===== src/rtl/alineador_comas_if.sv =====
// Bundles the serial input, enable and aligned-symbol outputs of the comma aligner.
// master drives enb/serialIn and observes results; slave is the aligner itself.
interface alineador_comas_if;
  logic       enb;
  logic       serialIn;
  logic [9:0] symbolOut;
  logic       symbolValid;
  logic       commaDet;
  logic       locked;
  logic [1:0] state;

  modport master (
    output enb,
    output serialIn,
    input  symbolOut,
    input  symbolValid,
    input  commaDet,
    input  locked,
    input  state
  );

  modport slave (
    input  enb,
    input  serialIn,
    output symbolOut,
    output symbolValid,
    output commaDet,
    output locked,
    output state
  );
endinterface


===== src/rtl/alineador_comas.sv =====
// Finds the 10-bit symbol boundary in a serial stream using K28.5 commas and emits aligned symbols.
// Symbols appear on the edge that shifts in their last bit; no backpressure, enb=0 freezes everything.
module alineador_comas #(
  parameter int LOCK_COUNT = 3,
  parameter int LOSS_COUNT = 4
) (
  input logic              clk,
  input logic              rst,
  alineador_comas_if.slave bus
);

  localparam logic [1:0] SEARCH   = 2'b00;
  localparam logic [1:0] ALIGNING = 2'b01;
  localparam logic [1:0] LOCKED   = 2'b10;

  localparam logic [9:0] COMMA_NEG = 10'h0FA;
  localparam logic [9:0] COMMA_POS = 10'h305;

  localparam logic [4:0] LOCK_N = 5'(LOCK_COUNT);
  localparam logic [4:0] LOSS_N = 5'(LOSS_COUNT);

  logic [9:0] win;
  logic [9:0] win_next;
  logic [3:0] phase;
  logic [3:0] cnt;
  logic [3:0] miss;
  logic [1:0] st;
  logic [9:0] sym;
  logic       sym_vld;
  logic       comma_vld;
  logic       lck;
  logic       comma;
  logic       boundary;
  logic [4:0] cnt_inc;
  logic [4:0] miss_inc;

  assign win_next = {win[8:0], bus.serialIn};
  assign comma    = (win_next == COMMA_NEG) || (win_next == COMMA_POS);
  assign boundary = (phase == 4'd9);
  // 5-bit sums so a count of 15 cannot wrap before the threshold compare
  assign cnt_inc  = {1'b0, cnt} + 5'd1;
  assign miss_inc = {1'b0, miss} + 5'd1;

  always_ff @(posedge clk) begin
    if (!rst) begin
      win       <= '0;
      phase     <= '0;
      cnt       <= '0;
      miss      <= '0;
      st        <= SEARCH;
      sym       <= '0;
      sym_vld   <= 1'b0;
      comma_vld <= 1'b0;
      lck       <= 1'b0;
    end else begin
      sym_vld   <= 1'b0;
      comma_vld <= 1'b0;
      if (bus.enb) begin
        win   <= win_next;
        phase <= boundary ? 4'd0 : phase + 4'd1;
        case (st)
          SEARCH: begin
            if (comma) begin
              phase <= 4'd0;
              cnt   <= 4'd1;
              miss  <= 4'd0;
              if (LOCK_COUNT == 1) begin
                st        <= LOCKED;
                lck       <= 1'b1;
                sym       <= win_next;
                sym_vld   <= 1'b1;
                comma_vld <= 1'b1;
              end else begin
                st <= ALIGNING;
              end
            end
          end
          ALIGNING: begin
            if (comma) begin
              if (boundary) begin
                if (cnt_inc >= LOCK_N) begin
                  // the comma that completes alignment is the first symbol delivered
                  st        <= LOCKED;
                  lck       <= 1'b1;
                  miss      <= 4'd0;
                  sym       <= win_next;
                  sym_vld   <= 1'b1;
                  comma_vld <= 1'b1;
                end else begin
                  cnt <= cnt_inc[3:0];
                end
              end else begin
                phase <= 4'd0;
                cnt   <= 4'd1;
              end
            end
          end
          LOCKED: begin
            if (boundary) begin
              sym     <= win_next;
              sym_vld <= 1'b1;
              if (comma) begin
                comma_vld <= 1'b1;
                miss      <= 4'd0;
              end
            end else if (comma) begin
              // repeated off-phase commas mean the boundary moved; reseed from this one
              if (miss_inc >= LOSS_N) begin
                phase <= 4'd0;
                cnt   <= 4'd1;
                miss  <= 4'd0;
                st    <= ALIGNING;
                lck   <= 1'b0;
              end else begin
                miss <= miss_inc[3:0];
              end
            end
          end
          default: st <= SEARCH;
        endcase
      end
    end
  end

  assign bus.symbolOut   = sym;
  assign bus.symbolValid = sym_vld;
  assign bus.commaDet    = comma_vld;
  assign bus.locked      = lck;
  assign bus.state       = st;

endmodule


===== src/flat_wrapper.sv =====
// flat-port wrapper written by rule: the top's interface ports become plain ports
module alineador_comas_flat 
#(
  parameter int LOCK_COUNT = 3,
  parameter int LOSS_COUNT = 4
)
  (clk, rst, bus_enb, bus_serialIn, bus_symbolOut, bus_symbolValid, bus_commaDet, bus_locked, bus_state);
  alineador_comas_if bus_i ();
  input logic clk;
  input logic rst;
  input wire logic [$bits(bus_i.enb)-1:0] bus_enb;
  input wire logic [$bits(bus_i.serialIn)-1:0] bus_serialIn;
  output wire logic [$bits(bus_i.symbolOut)-1:0] bus_symbolOut;
  output wire logic [$bits(bus_i.symbolValid)-1:0] bus_symbolValid;
  output wire logic [$bits(bus_i.commaDet)-1:0] bus_commaDet;
  output wire logic [$bits(bus_i.locked)-1:0] bus_locked;
  output wire logic [$bits(bus_i.state)-1:0] bus_state;
  assign bus_i.enb = bus_enb;
  assign bus_i.serialIn = bus_serialIn;
  assign bus_symbolOut = bus_i.symbolOut;
  assign bus_symbolValid = bus_i.symbolValid;
  assign bus_commaDet = bus_i.commaDet;
  assign bus_locked = bus_i.locked;
  assign bus_state = bus_i.state;
  alineador_comas #(.LOCK_COUNT(LOCK_COUNT), .LOSS_COUNT(LOSS_COUNT)) u_core (.clk(clk), .rst(rst), .bus(bus_i));
endmodule

===== config.mk =====
export PLATFORM = sky130hd
export DESIGN_NAME = alineador_comas_flat
export DESIGN_NICKNAME = d
export VERILOG_FILES = /design/src/rtl/alineador_comas_if.sv /design/src/rtl/alineador_comas.sv /design/src/flat_wrapper.sv
export SDC_FILE = /design/constraint.sdc
export NUM_CORES = 1
export LEC_CHECK = 0
export CAP_MARGIN = 10
export CORE_UTILIZATION = 40
export DETAILED_ROUTE_END_ITERATION = 6
export PLACE_DENSITY_LB_ADDON = 0.05
export RECOVER_POWER = 100
export REMOVE_ABC_BUFFERS = 1
export SYNTH_ARGS = -nofsm -noshare
export SYNTH_HDL_FRONTEND = slang
export SYNTH_SLANG_ARGS = --single-unit

===== constraint.sdc =====
create_clock -name clk -period 2.7 [get_ports clk]
set_clock_uncertainty 0.2 [all_clocks]
set_input_delay 0.54 -clock clk [delete_from_list [all_inputs] [get_ports clk]]
set_output_delay 0.54 -clock clk [all_outputs]
set_load 0.005 [all_outputs]

# Word level (Yosys, flattened, before mapping)

Index checks and enable logic that the tools add are counted.

Add/subtract/negate cells: 3
$lt $le $gt $ge: 2
Equality and inequality tests: 15
Mux-type cells: 52
Reduce and logical (&&, ||, !) cells: 10

Operators with widths:

| operator             | number |
|---|---|
| $mux 4               | 21 |
| $mux 10              | 4 |
| $pmux 4 s3           | 3 |
| $reduce_and 8->1     | 3 |
| $pmux 10 s2          | 1 |
| $mux 2               | 7 |
| $ne 2x1->1 const B   | 7 |
| $mux 1               | 12 |
| $reduce_and 6->1     | 2 |
| $add 4x1->5 const B  | 2 |
| $eq 10x10->1 const B | 1 |
| $eq 10x8->1 const B  | 1 |
| $pmux 1 s2           | 3 |
| $pmux 2 s3           | 1 |
| $ge 5x2->1 const B   | 1 |
| $ge 5x3->1 const B   | 1 |
| $add 4x1->4 const B  | 1 |
| $eq 4x4->1 const B   | 1 |
| $ne 3x1->1 const B   | 1 |
| $ne 3x3->1 const B   | 1 |
| $reduce_bool 3->1    | 1 |
| $eq 2x1->1 const B   | 1 |
| $eq 2x2->1 const B   | 1 |
| $logic_not 2->1      | 1 |
| other kinds (4)      | 4 |

Register bits: 36
Bits of input ports: 4
Output and inout bits: 15
Word-level logic and storage cells: 91

# Logic depth before layout (Yosys ltp)

Gate-level depths: netlist (run 1).

Depth after elaboration: 6
Gate-level depth with buffers: 9
Gate-level depth less buffers: 8

# Worst setup path before layout (run 1)

No wires, ideal clock.

Path type: reg2reg
From: register u_core.st[0] (netlist: u_core.bus.state[0])
To: register u_core.cnt[1]
Arrival time: 2.063 ns
Data required time: 2.429 ns
Path slack: 0.366 ns
Stages on the path, launching flop included: 9
Cell sequence: dfxtp_1 > inv_1 > ha_1 > buf_2 > or4_1 > o221ai_1 > nand3b_1 > or3_1 > a21oi_1

Word-level cells in the longest chain between the ends: 3
Elaborated cells between the ends (all ways): 12
Those cells by class: eq/ne (8); mux (1); reduce/logical (3)

RTL lines:

| element                                                   | RTL line              | source |
|---|---|---|
| from (decl)                                               | alineador_comas.sv:27 | `logic [1:0] st;` |
| from (signal assigned)                                    | alineador_comas.sv:50 | `st <= SEARCH;` |
| from (signal assigned)                                    | alineador_comas.sv:68 | `st <= LOCKED;` |
| from (signal assigned)                                    | alineador_comas.sv:74 | `st <= ALIGNING;` |
| $eq 2x1->1, or another cell as far along                  | alineador_comas.sv:61 | `case (st)` |
| $ne 3x3->1 (no source line), or another cell as far along | --                    |  |
| $reduce_and 8->1 (no source line)                         | --                    |  |
| to (signal assigned)                                      | alineador_comas.sv:90 | `cnt <= cnt_inc[3:0];` |
| to (decl)                                                 | alineador_comas.sv:25 | `logic [3:0] cnt;` |

Several ways; a longest one is shown, not always the timed one.
A chain may end at the register's enable or synchronous reset.

# Worst setup path in the final report (run 1)

From: input port bus_serialIn
To: register u_core.sym[6] (netlist: u_core.bus.symbolOut[6])

Word-level cells in the longest chain between the ends: 4
Elaborated cells between the ends (all ways): 5
Those cells by class: eq/ne (3); reduce/logical (2)

RTL lines:

| element                                            | RTL line               | source |
|---|---|---|
| from (decl)                                        | flat_wrapper.sv:12     | `input wire logic [$bits(bus_i.serialIn)-1:0] bus_serialIn;` |
| $eq 10x8->1 / $eq 10x10->1 (equally long branches) | alineador_comas.sv:38  | `assign comma = (win_next == COMMA_NEG) \|\| (win_next == COMMA_POS);` |
| $logic_or 1x1->1 *                                 | alineador_comas.sv:38  |  |
| $ne 2x1->1 (no source line) *                      | --                     |  |
| $reduce_and 6->1 (no source line) *                | --                     |  |
| to (signal assigned)                               | alineador_comas.sv:70  | `sym <= win_next;` |
| to (signal assigned)                               | alineador_comas.sv:86  | `sym <= win_next;` |
| to (signal assigned)                               | alineador_comas.sv:100 | `sym <= win_next;` |
| to (decl)                                          | alineador_comas.sv:28  | `logic [9:0] sym;` |

Every way passes the cells marked *; elsewhere a longest branch is shown, timed or not.

==> flow_summary.toml, run 1 <==
[min_path]
holdPathStages = 1
min_from = "u_core.miss[3]"
hold_end = "u_core.miss[3]"
hold_class = "flop to flop"

[clock_tree]
cts_made_buffers = 5
htree_levels = 2
cts_resized = 0
postCtsHoldBufs = 0
cts_root_buf = "clkbuf_8"
insertion_delay_ns = 0.29
cts_setup_buffers = 0
cts.sinks = 36
cts_tree = "yes"
clockBufferDepth = 2
clk_pin_slew_ns = 0.07

[detailed_routing]
drcViolationCount = 0
wl_met1_um = 1793
viasPerCell = 5.401
finalWirelength_um = 3617
top_layer_used = "met4"
drtIter0Drc = 99
antenna_left = 0
vias = 1415
wl_per_cell_um = 13.81
dr_wl_met3_um = 129
first_pass_iters = 4
wl_met2_um = 1630

[yosys]
synth_xor_area_share_pct = 0
synth_top_family_by_area = "simple AND/OR/NAND/NOR gates"
muxShareOfSynthArea_pct = 12.52
yosys.area_share.simple_pct = 23.62
synth.avg_cell_area_um2 = 9.411
synthAdderAreaFrac_pct = 7.072
netlist_top_cells_area = "dfxtp_1, mux2i_1, ha_1, nor2_1, buf_6"
ys_seq_area_share_pct = 40.74
yosys_warnings = 0
netlist_instances = 188
synth_seq_cells = 36
synth_edf_count = 0
synth_top_area_share_pct = 40.74
async_reset_ff_share_pct = 0
yosysUniqueCellTypes = 45
synth-main-ff-cell = "dfxtp_1"
synth_compound_area_share_pct = 10.18
yosys.area.top_type = "dfxtp_1"
syn_area_mm2 = 0.001769

[floorplanning]
die_height_um = 68.51
io_pins = 19
design.die.area_mm2 = 0.004693
initial_core_util_pct = 42.99
die_w_um = 68.51
fp-row-count = 23
core_mm2 = 0.004115

[setup_path]
regToRegSetupSlack_ns = 0.29
cp_max_fo = 5
worstSetupEndpointType = "flop"
cp.arrival_ns = 2.50
critPathKind = "input port to flop"
required_ns = 2.66
cp-start-kind = "input port"
crit-reg2reg-launch = "u_core.cnt[0]"
rr_worst_depth = 7
r2r_end = "u_core.miss[0]"

[timing]
setup_viol = 0
tightest_slew_ns = 0.6101
finalCritPeriodShare_pct = 94.29
slew_viol_final = 0
holdWs_ns = 0.2728
fmax_ghz = 0.3928
grt_setup_unrepaired = "no"
hold_viol_final = 0
fin_crit_ns = 2.546
relSlewSlack_pct = 58.80

[pwr]
vdd_drop_max_v = 0.0003054
power.leakage_nw = 0.8456
p_per_area_mw_per_mm2 = 452.3

[global_route]
track_usage_pct = 17.44
grt_pass1_vias = 1293
antenna_found_initial = 0
grt_first_pass_wirelength_um = 5954
grt_max_degree = 17
grt.overflow.total = 0

[layout]
fin_area_mm2 = 0.002069
area_growth_pct = 16.97
finalNetCount = 226
final_cell_count_no_fill = 262
n_antenna_cell = 0
fill_cells = 406
drive_above_1_share_pct = 8.019

[placed_design]
dp_hpwl_um = 2637
place.gp.congestion = 0.7782
place_area_mm2 = 0.002018
dpl.cell_count = 255
placement.io_buffers = 18

[flow_run]
cap_violations = 0

[status]
outcome = "finished, final reports clean"
-- per-layer routing --
layer | up-vias | track usage (%)
li1 | 715 | -
met1 | 664 | 21.97
met2 | 30 | 27.08
met3 | 6 | 5.099
met4 | 0 | 8.333
met5 | - | 0
-- metrics by stage --
stage          setup TNS (ns)  utilization [%]  setup slack [ns]  power (mW)
2_1_floorplan               0                -           0.04303      0.5702
3_3_place_gp          -0.4199            49.04          -0.06004      0.5930
3_5_place_dp           -1.025            49.04           -0.1093      0.5942
4_1_cts                     0            50.93            0.1953      0.9515
5_1_grt                     0            50.29           0.04452      0.9904
6_report                    0            50.29            0.1542      0.9361
-- cell type report --
type | count | area, um2 | share of cell area (%)
Timing Repair Buffer | 28 | 241.5 | 11.67
Clock buffer | 6 | 72.57 | 3.507
Multi-Input combinational cell | 135 | 944.7 | 45.65
Inverter | 6 | 22.52 | 1.088
Sequential cell | 36 | 720.7 | 34.82
Tap cell | 50 | 62.56 | 3.023
Clock inverter | 1 | 5.005 | 0.2418
-- layout by cell type (no fill, tap or decap), types with 3 or more instances in the layout --
cell	netlist	final
a21oi_1	5	5
and2_1	4	3
buf_4	0	6
clkbuf_1	4	4
clkbuf_8	0	5
dfxtp_1	36	36
dlygate4sd3_1	0	16
ha_1	10	10
inv_1	6	6
mux2i_1	21	21
nand2_1	13	13
nand3_1	5	5
nand4b_1	3	3
nor2_1	25	25
o21ai_0	2	3
or3_1	5	5
-- critical path: stages --
cell and delay, ns:
clkdlybuf4s50_1 0.42, or4_1 0.56, and2_4 0.17, o31ai_2 0.29
clkbuf_2 0.26, mux2i_1 0.20, nor2_1 0.05
-- state kept, by name (all words and copies together), names as in the netlist --
name,flops
u_core.bus.commaDet,1
u_core.bus.locked,1
u_core.bus.state,2
u_core.bus.symbolOut,10
u_core.bus.symbolValid,1
u_core.cnt,4
u_core.miss,4
u_core.phase,4
u_core.win,9
-- power breakdown --
part,total (mW),internal [mW],switching (mW)
clock network,0.355,0.175,0.180
logic,0.0409,0.0166,0.0244
registers,0.540,0.535,0.00494
-- logic make-up after synthesis --
kind of cell | Yosys count
AND/OR/NAND/NOR | 79
flip-flops | 36
AO/OA/AOI/OAI | 24
adder cells (fa/ha/maj) | 10
buffers and inverters | 17
multiplexers | 22
-- worst max-delay path by stage --
stage / startpoint / end / slack [ns] / cells past startpoint
5_1_grt: bus_serialIn / u_core.bus.symbolOut[6] / 0.04 / 7
3_5_place_dp: bus_serialIn / u_core.bus.symbolOut[6] / -0.11 / 7
6_report: bus_serialIn / u_core.bus.symbolOut[6] / 0.15 / 7
2_1_floorplan: bus_serialIn / u_core.bus.symbolOut[0] / 0.04 / 5
4_1_cts: bus_serialIn / u_core.bus.symbolOut[6] / 0.20 / 7
3_3_place_gp: bus_serialIn / u_core.bus.symbolOut[8] / -0.06 / 7
-- cell usage after synthesis, types with 2 or more instances --
| cell type | count |
|---|---|
| nand4_1 | 2 |
| nor4_1 | 2 |
| and2_1 | 4 |
| a32oi_1 | 2 |
| and3_1 | 2 |
| nand4b_1 | 3 |
| nor2b_1 | 2 |
| nand3_1 | 5 |
| a21oi_1 | 5 |
| nor2_1 | 25 |
| inv_1 | 6 |
| nand3b_1 | 2 |
| or4_1 | 2 |
| buf_2 | 2 |
| clkbuf_1 | 4 |
| nor3_1 | 2 |
| nor4b_1 | 2 |
| nand2_1 | 13 |
| or3_1 | 5 |
| buf_6 | 5 |
| or2b_1 | 2 |
| o41ai_1 | 2 |
| o21ai_0 | 2 |
| dfxtp_1 | 36 |
| ha_1 | 10 |
| nand2b_1 | 2 |
| mux2i_1 | 21 |
Power figures use the tool's default switching activity.
==> inputs of run 2 (changes only) <==
--- a/config.mk
+++ b/config.mk
@@ -8,6 +8,7 @@
 export CAP_MARGIN = 10
 export CORE_UTILIZATION = 40
 export DETAILED_ROUTE_END_ITERATION = 6
+export MAX_ROUTING_LAYER = met4
 export PLACE_DENSITY_LB_ADDON = 0.05
 export RECOVER_POWER = 100
 export REMOVE_ABC_BUFFERS = 1
==> flow_summary.toml, run 2 (synthesis results as in run 1) <==
[layout]
area_growth_pct = 16.97
final_cell_mix = "dfxtp_1, nor2_1, mux2i_1"
finalNetCount = 226
mostFrequentLayoutCell = "dfxtp_1"
drive_above_1_share_pct = 8.019
fin_util_pct = 50.29
final-seq-area_um2 = 720.7
multi_input_area_um2 = 944.7
n_antenna_cell = 0
fill_cells = 406
largest_reg_flops = 10
fin_area_mm2 = 0.002069

[global_route]
antenna_found_initial = 0
track_usage_pct = 17.93
grt_max_degree = 17
grt.overflow.total = 0
grt_pass1_vias = 1293
grt_first_pass_wirelength_um = 5961

[clock_tree]
cts_resized = 0
clk_pin_slew_ns = 0.07
clockBufferDepth = 2
cts_root_buf = "clkbuf_8"
cts.sinks = 36
cts_tree = "yes"
htree_levels = 2
postCtsHoldBufs = 0
insertion_delay_ns = 0.29
cts_made_buffers = 5
cts_setup_buffers = 0

[setup_path]
r2r_end = "u_core.miss[0]"
crit-reg2reg-launch = "u_core.cnt[0]"
rr_worst_depth = 7
critPathTopFamily = "simple AND/OR/NAND/NOR gates"
crit_path_max_incr_delay_ns = 0.56
critPathKind = "input port to flop"
path_cells = "clkdlybuf4s50_1 -> or4_1 -> and2_4 -> o31ai_2 -> clkbuf_2 -> mux2i_1 -> nor2_1"
required_ns = 2.66
cp_max_fo = 5
worstSetupEndpointType = "flop"
cpMaxStageDelayCell = "or4_1"
crit_buf_inv = 2
cp-start-kind = "input port"
cp.arrival_ns = 2.50
regToRegSetupSlack_ns = 0.29

[pwr]
p_per_area_mw_per_mm2 = 452.4
total_power_uw = 936.2
power.leakage_nw = 0.8456
vdd_drop_max_v = 0.0003054

[detailed_routing]
viasPerCell = 5.401
drtIter0Drc = 96
drcViolationCount = 0
vias = 1415
finalWirelength_um = 3617
antenna_left = 0
wl_per_cell_um = 13.81
first_pass_iters = 4

[floorplanning]
initial_core_util_pct = 42.99
io_pins = 19
fp-row-count = 23
design.die.area_mm2 = 0.004693
core_mm2 = 0.004115
die_height_um = 68.51
die_w_um = 68.51

[timing]
grt_setup_unrepaired = "no"
fin_crit_ns = 2.546
fmax_ghz = 0.3928
relSlewSlack_pct = 58.80
hold_viol_final = 0
setup_viol = 0
finalCritPeriodShare_pct = 94.28
tightest_slew_ns = 0.6101
holdWs_ns = 0.2728
slew_viol_final = 0

[min_path]
hold_end = "u_core.miss[3]"
min_from = "u_core.miss[3]"
holdPathStages = 1
hold_class = "flop to flop"

[placed_design]
dp_hpwl_um = 2637
placement.io_buffers = 18
place.gp.congestion = 0.7889
place_area_mm2 = 0.002018

[flow_run]
cap_violations = 0

[status]
outcome = "finished, final reports clean"
-- run 2: cell counts in the layout (fill, tap and decap cells not counted) --
No cell type changed its count.
-- run 2: cell type report --
type | count | area share, %
Clock inverter | 1 | 0.2418
Clock buffer | 6 | 3.507
Timing Repair Buffer | 28 | 11.67
Inverter | 6 | 1.088
Tap cell | 50 | 3.023
Sequential cell | 36 | 34.82
Multi-Input combinational cell | 135 | 45.65
-- run 2: report_power, final --
part           internal (mW)  switching (mW)  leakage [nW]
combinational         0.0166          0.0244         0.514
sequential             0.535         0.00494         0.291
clock                  0.175           0.180        0.0410
total                  0.727           0.209         0.846
-- run 2: worst max-delay path by stage --
stage                  from                 endpoint  slack (ns)  cells after the start
2_1_floorplan  bus_serialIn  u_core.bus.symbolOut[0]        0.04                      5
3_3_place_gp   bus_serialIn  u_core.bus.symbolOut[8]       -0.06                      7
3_5_place_dp   bus_serialIn  u_core.bus.symbolOut[6]       -0.11                      7
4_1_cts        bus_serialIn  u_core.bus.symbolOut[6]        0.20                      7
5_1_grt        bus_serialIn  u_core.bus.symbolOut[6]        0.04                      7
6_report       bus_serialIn  u_core.bus.symbolOut[6]        0.15                      7
-- run 2: layer usage --
layer  share of wire (%)  GRT usage (%)  vias up
met3                 3.5          5.099        6
met2                  45          27.08       30
li1                    -              -      715
met1                  50          21.97      664
met4                 1.8          8.333        0
met5                   0              -        -
-- run 2: stage by stage --
stage	TNS, ns	setup WS, ns	instances
2_1_floorplan	0	0.04303	177
3_3_place_gp	-0.4199	-0.06004	255
3_5_place_dp	-1.025	-0.1093	255
4_1_cts	0	0.1953	262
5_1_grt	0	0.04451	262
6_report	0	0.1544	262
-- run 2: worst register-to-register path, stage by stage (launching register included) --
cell and delay [ns]:
dfxtp_1 0.38, inv_1 0.10, ha_1 0.30, nor2_1 0.06, o41ai_1 0.58, a211oi_1 0.19
and4_1 0.23, mux2_2 0.26
==> inputs of run 3 (changes only) <==
--- a/config.mk
+++ b/config.mk
@@ -9,7 +9,6 @@
 export CORE_UTILIZATION = 40
 export DETAILED_ROUTE_END_ITERATION = 6
 export MAX_ROUTING_LAYER = met4
-export PLACE_DENSITY_LB_ADDON = 0.05
 export RECOVER_POWER = 100
 export REMOVE_ABC_BUFFERS = 1
 export SYNTH_ARGS = -nofsm -noshare
==> flow_summary.toml, run 3 (synthesis results as in run 1) <==
[status]
outcome = "finished, final reports clean"

[clock_tree]
cts_setup_buffers = 0
clockBufferDepth = 2
postCtsHoldBufs = 0
clk_pin_slew_ns = 0.07
cts.sinks = 36
insertion_delay_ns = 0.28
cts_tree = "yes"
cts_resized = 0
cts_root_buf = "clkbuf_8"
cts_made_buffers = 5
htree_levels = 2

[layout]
drive_above_1_share_pct = 7.547
final_cell_count_no_fill = 262
finalNetCount = 225
largest_reg_flops = 10
fin_area_mm2 = 0.002091
n_antenna_cell = 0
fin_util_pct = 50.81
final_cell_mix = "dfxtp_1, nor2_1, mux2i_1"
area_growth_pct = 18.18
mostFrequentLayoutCell = "dfxtp_1"

[setup_path]
cp_max_fo = 5
crit_path_max_incr_delay_ns = 0.53
path_cells = "clkdlybuf4s50_1 -> or4_1 -> and2_0 -> clkbuf_1 -> a211oi_1 -> and4_1 -> mux2_2"
cp-start-kind = "input port"
cpMaxStageDelayCell = "or4_1"
cp.arrival_ns = 2.56
required_ns = 2.73
critPathKind = "input port to flop"
worstSetupEndpointType = "flop"
crit-reg2reg-launch = "u_core.bus.state[0]"
cp-startpoint = "bus_serialIn"

[floorplanning]
die_w_um = 68.51
initial_core_util_pct = 42.99
fp-row-count = 23
io_pins = 19
core_mm2 = 0.004115
design.die.area_mm2 = 0.004693
die_height_um = 68.51

[timing]
fmax_ghz = 0.3950
tightest_slew_ns = 0.6142
relSlewSlack_pct = 58.52
hold_viol_final = 0
slew_viol_final = 0
fin_crit_ns = 2.532
setup_viol = 0
holdWs_ns = 0.2758
tns_ns = 0
finalCritPeriodShare_pct = 93.78
grt_setup_unrepaired = "no"

[detailed_routing]
viasPerCell = 5.538
antenna_left = 0
vias = 1451
drcViolationCount = 0
finalWirelength_um = 3704
wl_per_cell_um = 14.14
drtIter0Drc = 79
first_pass_iters = 4

[placed_design]
dp_hpwl_um = 2743
place.gp.congestion = 0.8394
place_area_mm2 = 0.002011
placement.io_buffers = 18
dpl.cell_count = 254

[pwr]
seqPwrFrac_pct = 51.6
combPwrFrac_pct = 4.0
vdd_drop_max_v = 0.0002853
clkPwrFrac_pct = 44.4
switching_share_pct = 21.06
p_int_uw = 826.0
p_per_area_mw_per_mm2 = 500.5
power.leakage_nw = 0.8527
netSwitchingPower_uw = 220.4

[global_route]
grt.overflow.total = 0
track_usage_pct = 18.90
grt_pass1_vias = 1431
antenna_found_initial = 0
grt_first_pass_wirelength_um = 6265
grt_max_degree = 20

[min_path]
min_from = "u_core.miss[3]"
hold_class = "flop to flop"

[flow_run]
cap_violations = 0
## run 3: cell count changes in the layout (fill, tap and decap cells not counted)
cell       delta
o31ai_1       +1
buf_4         +1
and2_0        +2
and2_4        -1
clkbuf_1      -1
o31ai_2       -1
bufinv_16     +1
and2_1        -1
clkbuf_2      -1
## run 3: final cells by class
cell class / instances / area, um2
Multi-Input combinational cell: 135 / 937.1
Timing Repair Buffer: 27 / 240.2
Clock inverter: 2 / 35.03
Tap cell: 50 / 62.56
Fill cell: 385 / 2024
Inverter: 6 / 22.52
Sequential cell: 36 / 720.7
Clock buffer: 6 / 72.57
## run 3: power groups by stage
stage               clock network [mW]  logic, mW  registers (mW)
floorplan                            0     0.0191           0.551
global placement                     0     0.0405           0.552
detailed placement                   0     0.0419           0.553
CTS                              0.478     0.0418           0.540
global route                     0.498     0.0463           0.541
finish                           0.465     0.0414           0.540
## run 3: per-layer routing
| metal | global-route usage (%) | up-vias | routed length [um] |
|---|---|---|---|
| met5 | - | - | 0 |
| met4 | 10.42 | 0 | 82 |
| met3 | 4.112 | 9 | 193 |
| met2 | 34.07 | 48 | 1888 |
| met1 | 18.77 | 680 | 1540 |
| li1 | - | 714 | - |
## run 3: critical path: cells and delay by family
| kind | cells | cell delay [ns] |
|---|---|---|
| multiplexers | 1 | 0.15 |
| AO/OA/AOI/OAI | 1 | 0.28 |
| buffers and inverters | 2 | 0.59 |
| AND/OR/NAND/NOR | 3 | 0.99 |
## run 3: final timing paths
check,slack (ns),endpoint,cells after the start
max,0.17,u_core.miss[0],7
min,0.28,u_core.miss[3],1
max reg2reg,0.26,u_core.cnt[0],8
min reg2reg,0.28,u_core.miss[3],1
## run 3: through the flow
stage          power (mW)  setup WS (ns)
3_5_place_dp       0.5944       -0.09518
4_1_cts             1.060         0.2068
5_1_grt             1.085        0.04443
3_3_place_gp       0.5927       -0.01387
2_1_floorplan      0.5702        0.04303
6_report            1.046         0.1680
